**config.mk**
```make
export PLATFORM = sky130hd
export DESIGN_NAME = imem_loader_flat
export DESIGN_NICKNAME = d
export VERILOG_FILES = /design/src/rtl/imem_pkg.sv /design/src/rtl/imem_loader_if.sv /design/src/rtl/imem_loader_byte_pack.sv /design/src/rtl/imem_loader.sv /design/src/flat_wrapper.sv
export SDC_FILE = /design/constraint.sdc
export NUM_CORES = 1
export LEC_CHECK = 0
export BUFFER_PORTS_ARGS = -buffer_cell sky130_fd_sc_hd__buf_2
export CAP_MARGIN = 20
export CORE_ASPECT_RATIO = 1.4
export CORE_MARGIN = 2
export CORE_UTILIZATION = 50
export CTS_BUF_LIST = sky130_fd_sc_hd__clkbuf_8 sky130_fd_sc_hd__clkbuf_16
export DETAILED_ROUTE_END_ITERATION = 10
export PLACE_DENSITY = 0.88
export SLEW_MARGIN = 25
export SYNTH_ARGS = -nofsm -noshare
export SYNTH_HDL_FRONTEND = slang
export SYNTH_SLANG_ARGS = --single-unit
```
**constraint.sdc**
```tcl
create_clock -name clk -period 2 [get_ports clk]
set_input_delay 0.3 -clock clk [delete_from_list [all_inputs] [get_ports clk]]
set_output_delay 0.3 -clock clk [all_outputs]
set_load 0.05 [all_outputs]
```
**src/rtl/imem_pkg.sv**
```systemverilog
// Shared constants and loader state type for the instruction memory and its loader.
package imem_pkg;

    localparam int unsigned ADDR_W = 8;
    localparam int unsigned WORD_W = 16;
    localparam int unsigned CNT_W  = 9;
    localparam int unsigned BYTE_W = WORD_W / 2;

    typedef enum logic [2:0] {
        IDLE,
        GET_LO,
        GET_HI,
        WRITE,
        DONE
    } loader_state_t;

endpackage

```
**src/rtl/imem_loader_if.sv**
```systemverilog
// Byte-stream input and instruction-memory write port of the loader.
interface imem_loader_if;
    import imem_pkg::*;

    logic              in_valid;
    logic [BYTE_W-1:0] in_data;
    logic              in_ready;
    logic              wr_en;
    logic [ADDR_W-1:0] wr_addr;
    logic [WORD_W-1:0] wr_data;

    // Loader side: consumes the stream, drives the write port.
    modport slave (
        input  in_valid, in_data,
        output in_ready, wr_en, wr_addr, wr_data
    );

    // Host side: produces the stream, observes the write port.
    modport master (
        output in_valid, in_data,
        input  in_ready, wr_en, wr_addr, wr_data
    );

endinterface

```
**src/rtl/imem_loader_byte_pack.sv**
```systemverilog
// Collects low then high stream byte; the packed word only changes on the high byte.
module byte_pack
    import imem_pkg::*;
(
    input  logic              clk,
    input  logic              rst_n,
    input  logic              lo_we_i,
    input  logic              hi_we_i,
    input  logic [BYTE_W-1:0] data_i,
    output logic [WORD_W-1:0] word_o
);

    logic [BYTE_W-1:0] lo_q;
    logic [WORD_W-1:0] word_q;

    always_ff @(posedge clk or negedge rst_n) begin
        if (!rst_n) begin
            lo_q   <= '0;
            word_q <= '0;
        end else begin
            if (lo_we_i) lo_q <= data_i;
            if (hi_we_i) word_q <= {data_i, lo_q};
        end
    end

    assign word_o = word_q;

endmodule

```
**src/rtl/imem_loader.sv**
```systemverilog
// Streams bytes into the instruction memory as 16-bit words, holding the core
// until the load completes and keeping a running checksum of written words.
module imem_loader
    import imem_pkg::*;
(
    input  logic              clk,
    input  logic              rst_n,
    input  logic              start,
    input  logic [ADDR_W-1:0] base_addr,
    input  logic [CNT_W-1:0]  word_count,
    imem_loader_if.slave      bus,
    output logic              cpu_hold,
    output logic              busy,
    output logic              done,
    output logic [WORD_W-1:0] checksum
);

    loader_state_t     state_q, state_d;
    logic [ADDR_W-1:0] addr_q, addr_d;
    logic [CNT_W-1:0]  rem_q, rem_d;
    logic [WORD_W-1:0] cks_q, cks_d;
    logic [ADDR_W-1:0] wr_addr_q, wr_addr_d;
    logic              in_ready_q, in_ready_d;
    logic              wr_en_q, wr_en_d;
    logic              busy_q, busy_d;
    logic              done_q, done_d;
    logic              lo_we, hi_we, xfer;
    logic [WORD_W-1:0] word;

    byte_pack u_pack (
        .clk     (clk),
        .rst_n   (rst_n),
        .lo_we_i (lo_we),
        .hi_we_i (hi_we),
        .data_i  (bus.in_data),
        .word_o  (word)
    );

    assign xfer = bus.in_valid && in_ready_q;

    // Next state, counters and checksum; outputs are decoded from the next state
    // so that every output comes straight from a flop.
    always_comb begin
        state_d   = state_q;
        addr_d    = addr_q;
        rem_d     = rem_q;
        cks_d     = cks_q;
        lo_we     = 1'b0;
        hi_we     = 1'b0;

        case (state_q)
            IDLE: begin
                if (start) begin
                    addr_d  = base_addr;
                    rem_d   = word_count;
                    cks_d   = '0;
                    state_d = (word_count != '0) ? GET_LO : DONE;
                end
            end
            GET_LO: begin
                if (xfer) begin
                    lo_we   = 1'b1;
                    state_d = GET_HI;
                end
            end
            GET_HI: begin
                if (xfer) begin
                    hi_we   = 1'b1;
                    state_d = WRITE;
                end
            end
            WRITE: begin
                cks_d   = WORD_W'(cks_q + word);
                addr_d  = ADDR_W'(addr_q + 1'b1);
                rem_d   = CNT_W'(rem_q - 1'b1);
                state_d = (rem_q == CNT_W'(1)) ? DONE : GET_LO;
            end
            DONE:    state_d = IDLE;
            default: state_d = IDLE;
        endcase

        in_ready_d = (state_d == GET_LO) || (state_d == GET_HI);
        wr_en_d    = (state_d == WRITE);
        busy_d     = (state_d != IDLE);
        done_d     = (state_d == DONE);
        wr_addr_d  = (state_d == WRITE) ? addr_d : wr_addr_q;
    end

    always_ff @(posedge clk or negedge rst_n) begin
        if (!rst_n) begin
            state_q    <= IDLE;
            addr_q     <= '0;
            rem_q      <= '0;
            cks_q      <= '0;
            wr_addr_q  <= '0;
            in_ready_q <= 1'b0;
            wr_en_q    <= 1'b0;
            busy_q     <= 1'b0;
            done_q     <= 1'b0;
        end else begin
            state_q    <= state_d;
            addr_q     <= addr_d;
            rem_q      <= rem_d;
            cks_q      <= cks_d;
            wr_addr_q  <= wr_addr_d;
            in_ready_q <= in_ready_d;
            wr_en_q    <= wr_en_d;
            busy_q     <= busy_d;
            done_q     <= done_d;
        end
    end

    assign bus.in_ready = in_ready_q;
    assign bus.wr_en    = wr_en_q;
    assign bus.wr_addr  = wr_addr_q;
    assign bus.wr_data  = word;
    assign busy         = busy_q;
    assign cpu_hold     = busy_q;
    assign done         = done_q;
    assign checksum     = cks_q;

endmodule

```
**src/flat_wrapper.sv**
```systemverilog
// flat-port wrapper written by rule: the top's interface ports become plain ports
module imem_loader_flat import imem_pkg::*;
  (clk, rst_n, start, base_addr, word_count, cpu_hold, busy, done, checksum, bus_in_valid, bus_in_data, bus_in_ready, bus_wr_en, bus_wr_addr, bus_wr_data);
  imem_loader_if bus_i ();
  input  logic clk;
  input  logic rst_n;
  input  logic start;
  input  logic [ADDR_W-1:0] base_addr;
  input  logic [CNT_W-1:0] word_count;
  output logic cpu_hold;
  output logic busy;
  output logic done;
  output logic [WORD_W-1:0] checksum;
  input wire logic [$bits(bus_i.in_valid)-1:0] bus_in_valid;
  input wire logic [$bits(bus_i.in_data)-1:0] bus_in_data;
  output wire logic [$bits(bus_i.in_ready)-1:0] bus_in_ready;
  output wire logic [$bits(bus_i.wr_en)-1:0] bus_wr_en;
  output wire logic [$bits(bus_i.wr_addr)-1:0] bus_wr_addr;
  output wire logic [$bits(bus_i.wr_data)-1:0] bus_wr_data;
  assign bus_i.in_valid = bus_in_valid;
  assign bus_i.in_data = bus_in_data;
  assign bus_in_ready = bus_i.in_ready;
  assign bus_wr_en = bus_i.wr_en;
  assign bus_wr_addr = bus_i.wr_addr;
  assign bus_wr_data = bus_i.wr_data;
  imem_loader u_core (.clk(clk), .rst_n(rst_n), .start(start), .base_addr(base_addr), .word_count(word_count), .bus(bus_i), .cpu_hold(cpu_hold), .busy(busy), .done(done), .checksum(checksum));
endmodule
```
# Word level (Yosys, flattened, before mapping)

Cells that the tools add are included.
Widths: inputs -> output; s select.

Input port bits: 29
Output and inout bits: 45
Word-level logic and storage cells: 45
Bits in registers: 72

$add $sub $neg: 3
Reduce and logical (&&, ||, !) cells: 7
Muxes and demuxes: 15
Equal/unequal tests: 9

Operator list:

| operator            | count |
|---|---|
| $pmux 16 s2         | 1 |
| $pmux 9 s2          | 1 |
| $add 16x16->16      | 1 |
| $mux 16             | 1 |
| $pmux 8 s2          | 1 |
| $mux 3              | 5 |
| $eq 3x2->1 const B  | 4 |
| $pmux 3 s4          | 1 |
| $eq 9x1->1 const B  | 1 |
| $mux 9              | 1 |
| $reduce_bool 9->1   | 1 |
| $sub 9x1->9 const B | 1 |
| $add 8x1->8 const B | 1 |
| $mux 8              | 1 |
| $eq 3x1->1 const B  | 2 |
| $eq 3x3->1 const B  | 1 |
| $logic_not 3->1     | 1 |
| $mux 1              | 3 |
| $reduce_bool 3->1   | 1 |
| $ne 2x2->1 const B  | 1 |
| $reduce_and 2->1    | 1 |
| $reduce_bool 2->1   | 1 |
| $logic_and 1x1->1   | 1 |
| $logic_or 1x1->1    | 1 |

# Longest topological paths before layout

Gate-level depths: netlist of run 1.

Depth in word-level cells: 6
Depth in mapped cells: 8

# By module

Synthesis of run 1 repeated with hierarchy kept, for this count alone.

Cells, all modules: 354
Area, all modules: 3,844.9 um2

Modules (own cells, without submodules):

| module      | instances | area an instance (um2) | cells each | sequential area each (um2) |
|---|---|---|---|---|
| imem_loader | 1         | 2,900.3                | 303        | 1,201.2 |
| byte_pack   | 1         | 944.7                  | 51         | 600.6 |

# Least setup slack after synthesis of run 1

OpenSTA, ideal clock, no wires.

Path type: register to register
Start: register u_core.u_pack.word_q[0] (netlist: u_core.u_pack.word_o[0])
End: register u_core.cks_q[14] (netlist: u_core.checksum[14])
Cell stages (with the launch flop): 9
Setup slack: -0.485 ns
Setup time: 0.133 ns
Path buffers: 0
Arrival: 2.352 ns
Cells stage by stage: dfrtp_1 > ha_1 > fa_1 > a211oi_1 > o211ai_1 > a41oi_1 > o21ai_0 > xnor2_1 > o21ai_0

Word-level cells in the longest chain between the ends: 2

RTL lines:

| item                   | line                        | source |
|---|---|---|
| start, declared        | imem_loader_byte_pack.sv:14 | `logic [WORD_W-1:0] word_q;` |
| start signal, assigned | imem_loader_byte_pack.sv:22 | `if (hi_we_i) word_q <= {data_i, lo_q};` |
| $add 16x16->16         | imem_loader.sv:73           | `cks_d = WORD_W'(cks_q + word);` |
| $pmux 16 s2            | imem_loader.sv:51           | `case (state_q)` |
| end signal, assigned   | imem_loader.sv:104          | `cks_q <= cks_d;` |
| end, declared          | imem_loader.sv:21           | `logic [WORD_W-1:0] cks_q, cks_d;` |

Every way passes these cells.
A chain may end at the register's enable or synchronous reset.

# Worst setup path after layout of run 1

Start: register u_core.u_pack.word_q[0] (netlist: u_core.u_pack.word_o[0])
End: register u_core.cks_q[12] (netlist: u_core.checksum[12])

Same word-level chain as after synthesis.

==> results of run 1 <==
## metrics by stage
| stage | cells | instance area [µm²] | setup TNS [ps] |
|---|---|---|---|
| floorplan | 355 | 3882 | -184.1 |
| global placement | 534 | 4488 | -63.61 |
| detailed placement | 534 | 4488 | -238.1 |
| CTS | 553 | 4762 | -237.6 |
| global route | 554 | 4798 | -681.9 |
| finish | 554 | 4798 | -275.7 |
## what timing repair did
action | CTS | global route
hold endpoints to repair | 23 | 0
resized for setup | 2 | 12
pin swaps | 3 | 3
setup buffers | 2 | 1
hold buffers | 1 | 0
endpoints found under the setup margin | 7 | 10
## synthesized netlist by cell type (all sizes together) (7+ instances only)
| library cell | instances |
|---|---|
| a211oi | 7 |
| a21oi | 17 |
| buf | 11 |
| dfrtp | 72 |
| ha | 18 |
| mux2 | 31 |
| nand2 | 44 |
| nand3 | 10 |
| nor2 | 22 |
| nor3 | 7 |
| o21ai | 34 |
| xnor2 | 8 |
## state kept, by name, summed over array words and instances (netlist names)
| signal | flops |
|---|---|
| u_core.checksum | 16 |
| u_core.u_pack.word_o | 16 |
| u_core.rem_q | 9 |
| u_core.addr_q | 8 |
| u_core.bus.wr_addr | 8 |
| u_core.u_pack.lo_q | 8 |
| u_core.state_q | 3 |
| u_core.bus.in_ready | 1 |
| u_core.bus.wr_en | 1 |
| u_core.busy | 1 |
| u_core.done | 1 |
## layout make-up
cell class | instances | share of cell area
Clock inverter | 7 | 0.02503
Inverter | 3 | 0.002347
Sequential cell | 72 | 0.3820
Timing Repair Buffer | 102 | 0.1272
Multi-Input combinational cell | 264 | 0.4123
Clock buffer | 9 | 0.02581
Tap cell | 97 | 0.02529
## logic make-up (layout without fill, tap and decap cells)
kind of cell,count (synthesis),count (layout),synth area share
XOR/XNOR,12,12,0.02771
AO/OA/AOI/OAI,91,91,0.1544
buffers and inverters,19,121,0.02771
multiplexers,33,33,0.1003
adder cells (fa/ha/maj),19,19,0.06467
AND/OR/NAND/NOR,109,109,0.1501
flip-flops,72,72,0.4751
## where the power goes
part	leakage (nW)	switching [mW]	internal [mW]
combinational	1.19	3.08	1.78
clock	0.119	0.578	0.830
sequential	0.864	0.526	2.11
total	2.17	4.19	4.73
## worst max-delay path: stages, from the launching register on
cell	delay [ps]
dfrtp_2	430
ha_4	170
fa_2	370
a211oi_4	290
o211ai_1	150
a41oi_2	240
a21oi_1	120
xnor2_1	170
o21ai_1	70
## final timing paths
path | start | end | slack [ps]
min in group asynchronous | rst_n | u_core.rem_q[7] | 490
worst min register to register | u_core.bus.wr_addr[7] | u_core.bus.wr_addr[7] | 510
worst max-delay path | u_core.u_pack.word_o[0] | u_core.checksum[12] | -120
max in group asynchronous | rst_n | u_core.checksum[1] | 920
worst min-delay path | word_count[7] | u_core.rem_q[7] | 180
worst max register to register | u_core.u_pack.word_o[0] | u_core.checksum[12] | -120
## routing by layer
layer | vias to the layer above | wire length, µm | share of wire | global-route usage
li1 | 1501 | - | - | -
met1 | 1580 | 3699 | 0.40 | 0.2766
met2 | 106 | 4943 | 0.53 | 0.4261
met3 | 17 | 462 | 0.049 | 0.04798
met4 | 0 | 229 | 0.025 | 0.1135
met5 | - | 0 | 0 | 0
==> impl_metrics.ini, run 1 <==
[run_status]
status = complete, but fails checks
violations = negative setup slack

[setup_path]
required_ps = 2250
critPathMaxFanout = 3
cp-start-kind = flip-flop
arrival_ps = 2370
rr_worst_depth = 8
endpoint_kind = flip-flop
worstSetupPathType = reg2reg

[synthesis]
synth_edf_count = 0
yosysSeqAreaShare = 0.4751
yosysTopAreaCellShare = 0.4751
async_flop_share = 1.000
synth-main-ff-cell = dfrtp_1
yosysTopAreaCell = dfrtp_1
yosys_warnings = 0
synthesis.area_per_instance_um2 = 10.68
netlist_instances = 355
ys_top_cells_by_area = dfrtp_1 48%, mux2_2 7.4%, ha_1 5.9%, nand2_1 4.3%, o21ai_0 4.1%
synthDistinctLibCells = 56
ys_ff_latch = 72
syn_area_um2 = 3792
synth_nets = 403

[global_route]
grt_pass1_wl_um = 15500
track_usage = 0.2410
grt_start_max_net_pins = 30
grt_pass1_vias = 3258
antenna_found_initial = 0
gr-total-overflow = 0

[finish]
fillers = 568
final_core_util = 0.6519
mostFrequentLayoutCell = buf_2
num-nets-final = 500
multi_input_area_um2 = 1978
regArea_um2 = 1833
drive_gt1_frac = 0.4201
layout_common_cells = 73 x buf_2, 47 x dfrtp_1, 43 x nand2_1, 26 x buf_4
antenna-diode-count = 0
area_delta_synth_final_pct = 26.53

[route]
ant_nets = 0
vias = 3204
viasPerCell = 5.783
drt_pre_antenna_iters = 4
dr.first_iter.drc_count = 197
wirelength_um = 9334
route.detailed.drc = 0
wl_per_cell_um = 16.85

[clocking]
cts_sinks = 72
cts_buffers = 9
cts_tree = built
clk_pin_slew_ps = 80
cts_root_buffer = clkbuf_8
insertion_delay_ps = 360
htree_levels = 3
ctsLongestPathBuffers = 2

[timing]
slew_headroom = 0.5816
hold_viol = 0
tightestPinTransition_ps = 627.6
slew_violations = 0
hold_slack_ps = 176.8
setup-violations-final = 3
period_share = 1.062
period_needed_ps = 2123
clock.fmax_ghz = 0.4710
finalWorstSetupSlack_ps = -123.2
rsz0062_at_grt = yes
skew_ps = 8.645

[min_path]
hold_path_class = in2reg
whs_path_depth = 3

[pwr]
ir_worst_vdd_v = 0.001128
total_power_mw = 8.914
p_leak_nw = 2.174
power_density_nw_per_um2 = 1858

[floorplanning]
io_pins = 74
die_w_um = 77.61
num_rows = 37
dieArea_um2 = 8307
fp.dieH_um = 107.0
core_area_um2 = 7361
start_util = 0.5152

[place]
portBuffers = 73
dp_slack_ps = -106.1
post-dp-hpwl_um = 6820
place_congestion = 0.8915

[job]
maxCapViolations = 0
Note: power is estimated with default switching activity, not from simulation.
==> inputs of run 2 (changes only) <==
--- a/config.mk
+++ b/config.mk
@@ -9,10 +9,10 @@
 export CAP_MARGIN = 20
 export CORE_ASPECT_RATIO = 1.4
 export CORE_MARGIN = 2
-export CORE_UTILIZATION = 50
+export CORE_UTILIZATION = 35
 export CTS_BUF_LIST = sky130_fd_sc_hd__clkbuf_8 sky130_fd_sc_hd__clkbuf_16
 export DETAILED_ROUTE_END_ITERATION = 10
-export PLACE_DENSITY = 0.88
+export PLACE_DENSITY = 0.67
 export SLEW_MARGIN = 25
 export SYNTH_ARGS = -nofsm -noshare
 export SYNTH_HDL_FRONTEND = slang
==> constraint.sdc (replaced) <==
create_clock -name clk -period 2.65 [get_ports clk]
set_input_delay 0.3975 -clock clk [delete_from_list [all_inputs] [get_ports clk]]
set_output_delay 0.3975 -clock clk [all_outputs]
set_load 0.05 [all_outputs]
==> impl_metrics.ini, run 2 (synthesis gave the netlist of run 1 again) <==
[route]
drt_pre_antenna_iters = 4
wl_per_cell_um = 15.93
route.detailed.drc = 0
wirelength_um = 9226
ant_nets = 0
dr.first_iter.drc_count = 113
viasPerCell = 5.226
vias = 3026

[setup_path]
worstSetupPathType = reg2reg
critPathMaxFanout = 3
cp-start-kind = flip-flop
path_buf_inv = 0
path_cells = ha_1, fa_1, a211oi_1, o211ai_1, a41oi_2, a21oi_1, xnor2_1, o21ai_0
cp_slowest_cell = fa_1
arrival_ps = 2650
endpoint_kind = flip-flop
max_stage_delay_ps = 420
required_ps = 2890
critPathTopFamily = compound AO/OA/AOI/OAI gates

[timing]
rsz0062_at_grt = no
slew_headroom = 0.6568
slew_violations = 0
period_share = 0.9096
skew_ps = 5.750
setup-violations-final = 0
hold_viol = 0
period_needed_ps = 2411
clock.fmax_ghz = 0.4148
finalSetupTns_ps = 0
tightestPinTransition_ps = 514.8
hold_slack_ps = 102.8

[clocking]
ctsLongestPathBuffers = 2
cts_tree = built
cts_setup_buffers = 0
cts_sinks = 72
cts_buffers = 9
clk_pin_slew_ps = 60
htree_levels = 3
insertion_delay_ps = 320
cts_root_buffer = clkbuf_16

[global_route]
grt_pass1_vias = 2917
track_usage = 0.1595
gr-total-overflow = 0
antenna_found_initial = 0
grt_pass1_wl_um = 14730
grt_start_max_net_pins = 40

[floorplanning]
die_w_um = 91.98
start_util = 0.3545
io_pins = 74
dieArea_um2 = 11700
core_area_um2 = 10700
fp.dieH_um = 127.2
num_rows = 45

[pwr]
total_power_mw = 6.661
p_leak_nw = 2.148
ir_worst_vdd_v = 0.0007395
power_density_nw_per_um2 = 1430

[finish]
fillers = 1025
drive_gt1_frac = 0.3059
mostFrequentLayoutCell = buf_2
regArea_um2 = 1802
antenna-diode-count = 0
area_delta_synth_final_pct = 22.86
layout_common_cells = 73 x buf_2, 72 x dfrtp_1, 43 x nand2_1, 31 x o21ai_0, 25 x mux2_2
stdcell_area_um2 = 4659
multi_input_area_um2 = 1893
final_core_util = 0.4356
num-nets-final = 481

[run_status]
status = finished, final reports clean

[place]
portBuffers = 73
place_congestion = 0.8385
place_area_um2 = 4315
post-dp-hpwl_um = 6717

[job]
maxCapViolations = 0

[min_path]
hold_path_class = in2async
==> run 2: cell count changes in the layout (fill, tap and decap cells not counted), moves of 3 or more <==
cell	before	now
clkbuf_16	0	9
dfrtp_2	25	0
clkbuf_8	9	0
buf_4	26	10
o21ai_1	10	2
a21oi_2	3	0
dfrtp_1	47	72
o21ai_0	23	31
ha_2	4	0
a21oi_1	14	17
ha_1	12	18
==> run 2: power by group <==
part | internal [mW] | total [mW] | switching, mW
logic | 1.14 | 3.33 | 2.19
registers | 1.57 | 1.97 | 0.404
clock network | 0.912 | 1.36 | 0.448
total | 3.62 | 6.66 | 3.04
==> run 2: final cells by class <==
| type | instances | share of cell area |
|---|---|---|
| clock inverter | 7 | 0.02390 |
| multi-input combinational | 264 | 0.4063 |
| inverter | 3 | 0.002417 |
| tap | 141 | 0.03786 |
| clock buffer | 9 | 0.04834 |
| timing repair buffer | 83 | 0.09452 |
| sequential | 72 | 0.3867 |
==> run 2: path summary, 6_finish.rpt <==
kind / depth (start not counted) / startpoint / endpoint / slack, ps
max: 8 / u_core.u_pack.word_o[0] / u_core.checksum[12] / 240
min: 2 / rst_n / u_core.rem_q[7] / 100
max reg2reg: 8 / u_core.u_pack.word_o[0] / u_core.checksum[12] / 240
min reg2reg: 1 / u_core.u_pack.lo_q[4] / u_core.u_pack.word_o[4] / 490
max in group asynchronous: 2 / rst_n / u_core.u_pack.lo_q[6] / 2150
min in group clk: 3 / word_count[5] / u_core.rem_q[5] / 300
==> run 2: timing repair <==
item / in CTS / in global routing
gates resized for setup: 0 / 1
endpoints found under the setup margin: 0 / 1
hold buffers: 0 / 0
==> run 2: through the flow <==
step	instances	worst slack (ps)
5_1_grt	579	116.1
2_1_floorplan	355	165.1
6_report	579	239.4
3_3_place_gp	563	234.5
4_1_cts	579	142.4
3_5_place_dp	563	216.4
==> run 2: routing by layer <==
layer,GRT usage,vias to the layer above,share of wire
met2,0.2751,64,0.52
met1,0.2029,1491,0.43
met3,0.02535,9,0.038
li1,-,1462,-
met4,0.05619,0,0.012
met5,0,-,0
==> inputs of run 3 (changes only) <==
--- a/config.mk
+++ b/config.mk
@@ -13,6 +13,7 @@
 export CTS_BUF_LIST = sky130_fd_sc_hd__clkbuf_8 sky130_fd_sc_hd__clkbuf_16
 export DETAILED_ROUTE_END_ITERATION = 10
 export PLACE_DENSITY = 0.67
+export SETUP_SLACK_MARGIN = 0.4
 export SLEW_MARGIN = 25
 export SYNTH_ARGS = -nofsm -noshare
 export SYNTH_HDL_FRONTEND = slang
==> impl_metrics.ini, run 3 (synthesis gave the netlist of run 1 again) <==
[finish]
antenna-diode-count = 0
stdcell_area_um2 = 4748
fin_cells = 580
layout_common_cells = 73 x buf_2, 70 x dfrtp_1, 43 x nand2_1, 27 x o21ai_0, 25 x mux2_2
num-nets-final = 482
final_core_util = 0.4439
drive_gt1_frac = 0.3212
fillers = 1057
mostFrequentLayoutCell = buf_2
area_delta_synth_final_pct = 25.21

[timing]
skew_ps = 5.845
hold_slack_ps = 84.43
clock.fmax_ghz = 0.4534
slew_violations = 0
period_needed_ps = 2206
hold_viol = 0
finalSetupTns_ps = 0
tightestPinTransition_ps = 458.4
setup-violations-final = 0
slew_headroom = 0.6905
finalWorstSetupSlack_ps = 444.4
period_share = 0.8323
rsz0062_at_grt = yes

[place]
place_area_um2 = 4335
dp_slack_ps = 343.0
dp.cells = 562
post-dp-hpwl_um = 6645
portBuffers = 73
place_congestion = 0.8139

[clocking]
cts_sinks = 72
insertion_delay_ps = 330
htree_levels = 3
clk_pin_slew_ps = 60
postCtsHoldBufs = 0
cts_tree = built
cts_root_buffer = clkbuf_16
ctsLongestPathBuffers = 2
cts_buffers = 9

[setup_path]
critPathTopFamily = compound AO/OA/AOI/OAI gates
arrival_ps = 2410
path_buf_inv = 1
required_ps = 2850
endpoint_kind = flip-flop
max_stage_delay_ps = 430
worstSetupPathType = reg2reg
path_cells = ha_4, fa_2, a211oi_4, o211ai_1, a41oi_2, buf_4, xor2_1, o21ai_1
cp-start-kind = flip-flop
critPathMaxFanout = 3
cp_slowest_cell = dfrtp_2

[floorplanning]
num_rows = 45
dieArea_um2 = 11700
io_pins = 74
core_area_um2 = 10700
fp.dieH_um = 127.2
die_w_um = 91.98
start_util = 0.3545

[min_path]
hold_path_class = in2async

[route]
wl_per_cell_um = 15.84
ant_nets = 0
dr.first_iter.drc_count = 111
route.detailed.drc = 0
wirelength_um = 9187
drt_pre_antenna_iters = 4
viasPerCell = 5.279
vias = 3062

[pwr]
ir_worst_vdd_v = 0.0008173
p_leak_nw = 2.169
total_power_mw = 6.839
power_density_nw_per_um2 = 1440

[global_route]
antenna_found_initial = 0
track_usage = 0.1651
gr-total-overflow = 0
grt_start_max_net_pins = 73
grt_pass1_vias = 3135
grt_pass1_wl_um = 15350

[run_status]
status = finished, final reports clean

[job]
maxCapViolations = 0
run 3: worst reg2reg max path, cell delays in order, from the launching register on:
cell and delay [ps]:
dfrtp_2 430, ha_4 180, fa_2 400, a211oi_4 260, o211ai_1 170, a41oi_2 270
buf_4 150, xor2_1 140, o21ai_1 80
run 3: where the power goes:
part / internal, mW / switching (mW)
sequential: 1.57 / 0.429
clock: 1.04 / 0.448
combinational: 1.16 / 2.19
total: 3.77 / 3.07
run 3: final cells by class:
class | instances | area, µm² | area share
flip-flops and latches | 72 | 1804 | 0.3800
clock inverters | 6 | 131.4 | 0.02767
clock buffers | 10 | 239.0 | 0.05033
repair buffers | 84 | 460.4 | 0.09697
multi-input cells | 264 | 1926 | 0.4055
inverters | 3 | 11.26 | 0.002372
well taps | 141 | 176.4 | 0.03715
run 3: final timing paths:
kind                                    startpoint                        to  slack (ps)  cells after the start
max                        u_core.u_pack.word_o[0]       u_core.checksum[10]         440                      8
min                                          rst_n           u_core.rem_q[5]          80                      2
max reg2reg                u_core.u_pack.word_o[0]       u_core.checksum[10]         440                      8
min reg2reg                  u_core.u_pack.lo_q[4]   u_core.u_pack.word_o[4]         500                      1
max in group asynchronous                    rst_n          u_core.addr_q[5]        2240                      2
min in group clk                    bus_in_data[7]  u_core.u_pack.word_o[15]         300                      2
run 3: repair_timing:
action	CTS	global route
setup endpoints to repair	2	6
resized for setup	1	8
pin swaps	3	6
buffers inserted	1	1
run 3: layer usage:
metal,vias to the layer above,GRT usage,wire length [µm],part of all wire
met4,0,0.06146,154,0.017
met5,-,0,0,0
met1,1513,0.2010,3835,0.42
met3,14,0.03597,346,0.038
li1,1470,-,-,-
met2,65,0.2863,4850,0.53
